[config.mk]
export PLATFORM = sky130hd
export DESIGN_NAME = chacha_cfg_regfile
export DESIGN_NICKNAME = d
export VERILOG_FILES = /design/src/rtl/chacha_cfg_regfile.sv
export SDC_FILE = /design/constraint.sdc
export NUM_CORES = 1
export LEC_CHECK = 0
export BUFFER_PORTS_ARGS = -buffer_cell sky130_fd_sc_hd__buf_2
export CORE_MARGIN = 2
export CORE_UTILIZATION = 50
export DETAILED_ROUTE_END_ITERATION = 7
export PLACE_DENSITY = 0.74
export SYNTH_ARGS = -nofsm -noshare
export SYNTH_HDL_FRONTEND = slang
export SYNTH_SLANG_ARGS = --single-unit
export TNS_END_PERCENT = 30
[constraint.sdc]
create_clock -name i_Clk -period 9.85 [get_ports i_Clk]
set_input_delay 0.4925 -clock i_Clk [delete_from_list [all_inputs] [get_ports i_Clk]]
set_output_delay 0.4925 -clock i_Clk [all_outputs]
set_load 0.01 [all_outputs]
[src/rtl/chacha_cfg_regfile.sv]
// Configuration/readback register file between the SPI slave byte stream and the ChaCha core.
// Single-byte commands select a key/nonce/position load or readback, a start pulse, or a status read.
module chacha_cfg_regfile #(
  parameter int KEY_BYTES   = 32,
  parameter int NONCE_BYTES = 12,
  parameter int POS_BYTES   = 4
) (
  input  logic                     i_Clk,
  input  logic                     i_Rst_L,
  input  logic                     i_RX_DV,
  input  logic [7:0]               i_RX_Byte,
  output logic                     o_TX_DV,
  output logic [7:0]               o_TX_Byte,
  input  logic                     i_core_busy,
  output logic [8*KEY_BYTES-1:0]   o_key,
  output logic [8*NONCE_BYTES-1:0] o_nonce,
  output logic [8*POS_BYTES-1:0]   o_position,
  output logic                     o_start,
  output logic                     o_err
);

  localparam int MAX_BYTES =
    (KEY_BYTES > NONCE_BYTES) ? ((KEY_BYTES > POS_BYTES) ? KEY_BYTES : POS_BYTES)
                              : ((NONCE_BYTES > POS_BYTES) ? NONCE_BYTES : POS_BYTES);
  localparam int CW = $clog2(MAX_BYTES + 1);

  localparam logic [CW-1:0] KEY_LAST   = CW'(KEY_BYTES - 1);
  localparam logic [CW-1:0] NONCE_LAST = CW'(NONCE_BYTES - 1);
  localparam logic [CW-1:0] POS_LAST   = CW'(POS_BYTES - 1);

  typedef enum logic [2:0] {
    IDLE, WR_KEY, WR_NONCE, WR_POS, RD_KEY, RD_NONCE, RD_POS, RD_STAT
  } state_e;

  state_e                   state_q;
  logic [CW-1:0]            cnt_q;
  logic [8*KEY_BYTES-1:0]   key_q;
  logic [8*NONCE_BYTES-1:0] nonce_q;
  logic [8*POS_BYTES-1:0]   pos_q;
  logic                     tx_dv_q, start_q, err_q;
  logic [7:0]               tx_byte_q;
  logic                     lock_err_q, cmd_err_q;
  logic                     lock_err_d, cmd_err_d;

  logic [CW-1:0] cnt_nxt;
  logic          cnt_last;
  logic          is_wr;
  logic          idle_cmd;
  logic          lock_set, cmd_set, stat_clr;

  assign cnt_nxt  = cnt_q + CW'(1);
  assign is_wr    = (state_q == WR_KEY) || (state_q == WR_NONCE) || (state_q == WR_POS);
  assign idle_cmd = i_RX_DV && (state_q == IDLE);

  always_comb begin
    cnt_last = 1'b0;
    unique case (state_q)
      WR_KEY,   RD_KEY:   cnt_last = (cnt_q == KEY_LAST);
      WR_NONCE, RD_NONCE: cnt_last = (cnt_q == NONCE_LAST);
      WR_POS,   RD_POS:   cnt_last = (cnt_q == POS_LAST);
      default:            cnt_last = 1'b0;
    endcase
  end

  // A new error raised in the status-capture cycle overrides the clear.
  assign lock_set = i_RX_DV && i_core_busy &&
                    (is_wr || ((state_q == IDLE) && (i_RX_Byte == 8'h07)));
  assign cmd_set  = idle_cmd && ((i_RX_Byte == 8'h00) || (i_RX_Byte > 8'h08));
  assign stat_clr = idle_cmd && (i_RX_Byte == 8'h08);

  assign lock_err_d = (lock_err_q && !stat_clr) || lock_set;
  assign cmd_err_d  = (cmd_err_q  && !stat_clr) || cmd_set;

  // NOTE: every register here, including the key/nonce/position storage, uses
  // non-blocking assignments so all state updates see pre-edge values; the
  // storage is reset because its cleared value is architecturally visible.
  always_ff @(posedge i_Clk or negedge i_Rst_L) begin
    if (!i_Rst_L) begin
      state_q    <= IDLE;
      cnt_q      <= '0;
      key_q      <= '0;
      nonce_q    <= '0;
      pos_q      <= '0;
      tx_dv_q    <= 1'b0;
      tx_byte_q  <= 8'h00;
      start_q    <= 1'b0;
      err_q      <= 1'b0;
      lock_err_q <= 1'b0;
      cmd_err_q  <= 1'b0;
    end else begin
      tx_dv_q    <= 1'b0;
      start_q    <= 1'b0;
      lock_err_q <= lock_err_d;
      cmd_err_q  <= cmd_err_d;
      err_q      <= lock_err_q | cmd_err_q;

      if (i_RX_DV) begin
        unique case (state_q)
          IDLE: begin
            unique case (i_RX_Byte)
              8'h01: state_q <= WR_KEY;
              8'h02: state_q <= WR_NONCE;
              8'h03: state_q <= WR_POS;
              8'h04: begin
                state_q   <= RD_KEY;
                tx_dv_q   <= 1'b1;
                tx_byte_q <= key_q[7:0];
              end
              8'h05: begin
                state_q   <= RD_NONCE;
                tx_dv_q   <= 1'b1;
                tx_byte_q <= nonce_q[7:0];
              end
              8'h06: begin
                state_q   <= RD_POS;
                tx_dv_q   <= 1'b1;
                tx_byte_q <= pos_q[7:0];
              end
              8'h07: start_q <= !i_core_busy;
              8'h08: begin
                state_q   <= RD_STAT;
                tx_dv_q   <= 1'b1;
                tx_byte_q <= {5'b0, lock_err_q, cmd_err_q, i_core_busy};
              end
              default: ;
            endcase
          end
          WR_KEY:   if (!i_core_busy) key_q[{cnt_q, 3'b000} +: 8]   <= i_RX_Byte;
          WR_NONCE: if (!i_core_busy) nonce_q[{cnt_q, 3'b000} +: 8] <= i_RX_Byte;
          WR_POS:   if (!i_core_busy) pos_q[{cnt_q, 3'b000} +: 8]   <= i_RX_Byte;
          RD_KEY:   if (!cnt_last) tx_byte_q <= key_q[{cnt_nxt, 3'b000} +: 8];
          RD_NONCE: if (!cnt_last) tx_byte_q <= nonce_q[{cnt_nxt, 3'b000} +: 8];
          RD_POS:   if (!cnt_last) tx_byte_q <= pos_q[{cnt_nxt, 3'b000} +: 8];
          RD_STAT:  state_q <= IDLE;
          default:  state_q <= IDLE;
        endcase

        // Shared byte counting for every load and readback state.
        if ((state_q != IDLE) && (state_q != RD_STAT)) begin
          if (cnt_last) begin
            state_q <= IDLE;
            cnt_q   <= '0;
          end else begin
            cnt_q <= cnt_nxt;
            if (!is_wr) tx_dv_q <= 1'b1;
          end
        end
      end
    end
  end

  assign o_key      = key_q;
  assign o_nonce    = nonce_q;
  assign o_position = pos_q;
  assign o_TX_DV    = tx_dv_q;
  assign o_TX_Byte  = tx_byte_q;
  assign o_start    = start_q;
  assign o_err      = err_q;

endmodule

; ---- After elaboration in Yosys (flattened, before gate mapping)
; Cells that the tools add are included.
; Widths: inputs -> output; s select.
[classes]
bitwise_logic = 2
muxes = 23
n_reduce_logical = 30
eq_ne = 23
order_cmp = 1
shifts = 9
add_sub_neg = 2
[op_table]
columns = cell, count
row1 = $bwmux 256, 1
row2 = $shift 8x11->256 const A, 1
row3 = $shiftx 256x10->8, 1
row4 = $shiftx 8x11->256, 1
row5 = $bwmux 96, 1
row6 = $shift 8x11->96 const A, 1
row7 = $shiftx 8x11->96, 1
row8 = $shiftx 96x10->8, 1
row9 = $pmux 8 s4, 2
row10 = $bwmux 32, 1
row11 = $eq 8x3->1 const B, 4
row12 = $shift 8x11->32 const A, 1
row13 = $shiftx 32x10->8, 1
row14 = $shiftx 8x11->32, 1
row15 = $mux 8, 3
row16 = $pmux 3 s7, 1
row17 = $eq 8x2->1 const B, 2
row18 = $eq 3x3->1 const B, 4
row19 = $neg 9->11, 1
row20 = $logic_and 1x1->1, 9
row21 = $mux 1, 9
row22 = $reduce_and 3->1, 3
row23 = $eq 8x1->1 const B, 1
row24 = $eq 8x4->1 const B, 1
row25 = other kinds (26), 38
[word_totals]
output_inout_bits = 395
elab_cells = 101
in_bits = 12
regBits = 406

; ---- Longest topological paths before layout
[depth]
depth_word = 8
depth_mapped = 15
ltp_nobuf = 9

; ---- Worst setup path after synthesis
; Ideal clock, no wire load.
[synth_path]
path_kind = register to register
from = reg cnt_q[0]
to = reg key_q[184] (netlist: o_key[184])
path_stages_with_launch = 13
t_arrival_ns = 3.144
n_path_buf = 6
setup_time_ns = 0.125
period_less_slack_ns = 3.269
t_required_ns = 9.725
slack_ns = 6.581
cell_sequence = dfrtp_1 > buf_2 > buf_4 > inv_1 > clkbuf_1 > ha_1 > clkbuf_1 > buf_2 > buf_1 > nor2_1 > nand3_2 > nor2_4 > mux2_2
[synth_via]
elab_chain_len = 3
[synth_rtl]
columns = element, line
row1 = start: declaration, 36  ; logic [CW-1:0] cnt_q;
row2 = start signal: assignment, 144  ; cnt_q <= cnt_nxt;
row3 = $neg 9->11 (*), 128  ; WR_KEY: if (!i_core_busy) key_q[{cnt_q, 3'b000} +: 8] <= i_RX_Byte;
row4 = $shiftx 8x11->256 or $shift 8x11->256 (tied branches), 128
row5 = $bwmux 256 (*), 128
row6 = end signal: indexed assignment, 128
row7 = end: declaration, 37  ; logic [8*KEY_BYTES-1:0] key_q;
; Mark *: on every way between the ends. The rest lies on a longest branch, timed or not.
; A chain may end at the register's enable or synchronous reset.

; ---- Worst setup path after layout
[layout_path]
from = reg cnt_q[0]
to = reg tx_byte_q[5] (netlist: o_TX_Byte[5])
[layout_via]
elab_chain_len = 4
[layout_rtl]
columns = element, line
row1 = "$add 6x1->6, or another cell as far along", 51  ; assign cnt_nxt = cnt_q + CW'(1);
row2 = "$shiftx 256x10->8, or another cell as far along", 131  ; RD_KEY: if (!cnt_last) tx_byte_q <= key_q[{cnt_nxt, 3'b000} +: 8];
row3 = "$mux 8, or another cell as far along", 131
row4 = $pmux 8 s4 or $reduce_and 6->1 (tied branches), n/a
row5 = end signal: assignment, 131
row6 = end signal: assignment, 132  ; RD_NONCE: if (!cnt_last) tx_byte_q <= nonce_q[{cnt_nxt, 3'b000} +: 8];
row7 = end signal: assignment, 133  ; RD_POS: if (!cnt_last) tx_byte_q <= pos_q[{cnt_nxt, 3'b000} +: 8];
row8 = end: declaration, 41  ; logic [7:0] tx_byte_q;
; Parallel ways exist; a longest one is shown, timed or not. The select of a mux whose other input is x is not followed.

==> results.py <==
metrics = {
    "run_status": {
        "status": "finished, final reports clean",
    },
    "critical_path": {
        "crit_chain": "inv_1 > ha_4 > buf_4 > nand2_1 > a221oi_1 > a211oi_1 > a221oi_1 > nor3_1 > or3_1",
        "crit_required_ns": 10.31,
        "endpoint_kind": "flip-flop",
        "crit_top_cell": "a221oi_1",
        "r2r_setup_slack_ns": 4.06,
        "cpPeakStageDelay_ns": 1.08,
        "cp_max_fo": 66,
        "critPathSlowestCell": "ha_4",
        "cpLargestDelayFamily": "buffers and inverters",
        "cp.arrival_ns": 6.25,
        "setup.worst_path.start_class": "flip-flop",
        "path_buf_inv": 2,
        "critPathKind": "flip-flop to flip-flop",
    },
    "run": {
        "max-cap-violations": 0,
    },
    "grt": {
        "grt_pass1_vias": 17300,
        "top_usage_layer": "met2",
        "grt_max_degree": 184,
        "grt-ovfl-total": 0,
        "grt_pass1_wl_microns": 127000,
        "grt_util_met1": 0.565,
        "use_met2": 0.617,
        "use_met3": 0.149,
        "grt_use_total": 0.426,
        "antenna_found_initial": 7,
    },
    "layout": {
        "final-seq-area_sq_um": 10200,
        "n_fill_cell": 3323,
        "finalNetCount": 2160,
        "multi_input_area_sq_um": 9490,
        "finalInstanceArea_sq_um": 24100,
        "syn_to_final_growth_pct": 19.4,
        "drive_gt1_frac": 0.378,
    },
    "yosys": {
        "synth.avg_cell_area_sq_um": 11.3,
        "ys_seq_area_frac": 0.503,
        "netlist.area_leader.share": 0.503,
        "synth.area.top_cells": "dfrtp_1, mux2_2, mux4_2",
        "synth-seq-cells": 406,
        "synthTopCellsByCount": "dfrtp_1, nand2_1, mux2_2, o21ai_0, clkbuf_1",
        "synth.most_common_cell": "dfrtp_1",
        "synth_top_area_cell": "dfrtp_1",
        "yosys_warnings": 0,
        "synth_flop_cell": "dfrtp_1",
        "synth_fp_nets": 1801,
        "synth_edf_count": 0,
        "yosysUniqueCellTypes": 79,
        "synthArstFlopShare": 1.00,
        "syn_inst": 1787,
        "netlist_area_sq_um": 20200,
    },
    "sta": {
        "max_freq_mhz": 173,
        "rsz0062_at_grt": "false",
        "min_period_ns": 5.79,
        "slew_headroom": 0.0538,
        "fin_worst_skew_ns": 0.0191,
        "tns_ns": 0,
        "setup_viol": 0,
        "fin_crit_sh": 0.588,
        "drv_slew": 0,
        "worst_pin_slew_ns": 1.41,
        "final-hold-violation-count": 0,
    },
    "die": {
        "die_height_microns": 205,
        "initial_core_util": 0.507,
        "coreArea_sq_um": 39800,
        "die_area_sq_um": 42000,
        "num_io_pins": 407,
        "die_x_microns": 205,
        "rows": 73,
    },
    "clock_network": {
        "ctsLongestPathBuffers": 3,
        "cts_tree": "done",
        "cts_htree_levels": 2,
        "clk_pin_slew_ns": 0.06,
        "cts_root_buf": "clkbuf_16",
        "cts_sinks": 406,
        "numCtsBuffers": 44,
        "insertion_delay_ns": 0.59,
    },
    "pwr": {
        "power_density_nw_per_um2": 262,
        "p_leak_nw": 12.1,
        "power_mw": 6.33,
        "ir_drop_v": 0.000171,
    },
    "drt": {
        "viasPerCell": 6.80,
        "dr.first_iter.drc_count": 2529,
        "finalWirelength_microns": 90200,
        "ant_nets": 0,
        "routedWlPerCell_microns": 33.3,
        "vias": 18400,
        "drc": 0,
        "dr.pass1.iters": 6,
    },
    "hold_path": {
        "hp-class": "input port to flip-flop",
    },
    "place": {
        "place_hpwl_microns": 65900,
        "place_congestion": 1.05,
        "place_area_sq_um": 22700,
        "io_buffers": 406,
    },
}
## state kept, by name, summed over array words and instances, names as in the netlist
| register | count |
|---|---|
| cmd_err_q | 1 |
| cnt_q | 6 |
| lock_err_q | 1 |
| o_TX_Byte | 8 |
| o_TX_DV | 1 |
| o_err | 1 |
| o_key | 256 |
| o_nonce | 96 |
| o_position | 32 |
| o_start | 1 |
| state_q | 3 |
## power by group
| group | internal (mW) | leakage, nW | switching (mW) |
|---|---|---|---|
| logic | 0.783 | 5.81 | 1.76 |
| registers | 1.82 | 5.56 | 0.288 |
| clock network | 0.976 | 0.710 | 0.704 |
## cell usage in the layout (no fill, tap or decap), types with 7 or more instances in the layout
cell,synthesis,layout
a211oi_1,7,7
a21oi_1,46,46
a221oi_1,37,37
a22o_1,12,12
a22oi_1,12,12
and2_1,24,24
and3_1,19,19
buf_2,47,405
buf_4,1,28
clkbuf_1,64,13
clkbuf_16,0,46
clkbuf_8,0,9
dfrtp_1,406,405
inv_1,23,23
mux2_1,35,35
mux2_2,224,224
mux2i_1,34,34
mux4_2,51,51
nand2_1,237,237
nand2b_1,12,12
nand3_1,49,49
nor2_1,62,62
nor2_2,13,13
nor2_4,10,10
nor2b_1,12,12
nor3_1,22,22
o21ai_0,113,113
o21ai_1,27,27
o221ai_1,9,9
o22ai_1,16,16
o31ai_1,25,25
or3_1,18,18
## through the flow
step | util | setup WS [ns] | hold WS, ns | std cells
finish | 0.606 | 4.06 | 0.219 | 2706
CTS | 0.606 | 4.16 | 0.195 | 2703
global route | 0.606 | 3.78 | 0.206 | 2703
detailed placement | 0.569 | 4.18 | 0.486 | 2624
floorplan | - | 6.58 | 0.197 | 1787
global placement | 0.569 | 4.26 | 0.489 | 2624
## final timing paths
check                       startpoint  depth (start not counted)            to
min in group asynchronous      i_Rst_L                          2     o_key[93]
max in group asynchronous      i_Rst_L                          4    o_key[161]
setup / recovery              cnt_q[0]                          9  o_TX_Byte[5]
setup reg to reg              cnt_q[0]                          9  o_TX_Byte[5]
hold / removal             i_core_busy                          2       o_start
hold reg to reg              cmd_err_q                          1         o_err
## routing by layer
layer,up-vias,part of all wire
met5,-,0.00070
li1,7280,-
met1,9263,0.37
met4,4,0.063
met3,341,0.14
met2,1506,0.43
## what timing repair did
action / 4_1_cts / 5_1_grt
setup buffers: 0 / 0
gates resized for setup: 0 / 0
hold buffers: 1 / 0
hold endpoints to repair: 54 / 0
## logic make-up (layout without fill, tap and decap cells)
family | count (synthesis) | after routing | synth area share
other cells | 0 | 3 | 0
xor+xnor | 13 | 13 | 0.00563
simple gates | 518 | 518 | 0.127
compound gates | 357 | 357 | 0.115
buf+inv | 147 | 538 | 0.0304
flops | 406 | 406 | 0.503
mux | 344 | 344 | 0.218
fa+ha+maj | 2 | 2 | 0.00124
## area by class of cell
class | count | share of cell area
inverter | 24 | 0.00373
clock buffer | 68 | 0.0549
timing repair buffer | 436 | 0.0946
sequential | 406 | 0.421
clock inverter | 10 | 0.00477
tap | 525 | 0.0272
multi-input combinational | 1234 | 0.393
antenna | 3 | 0.000311
Power figures use the tool's default switching activity.
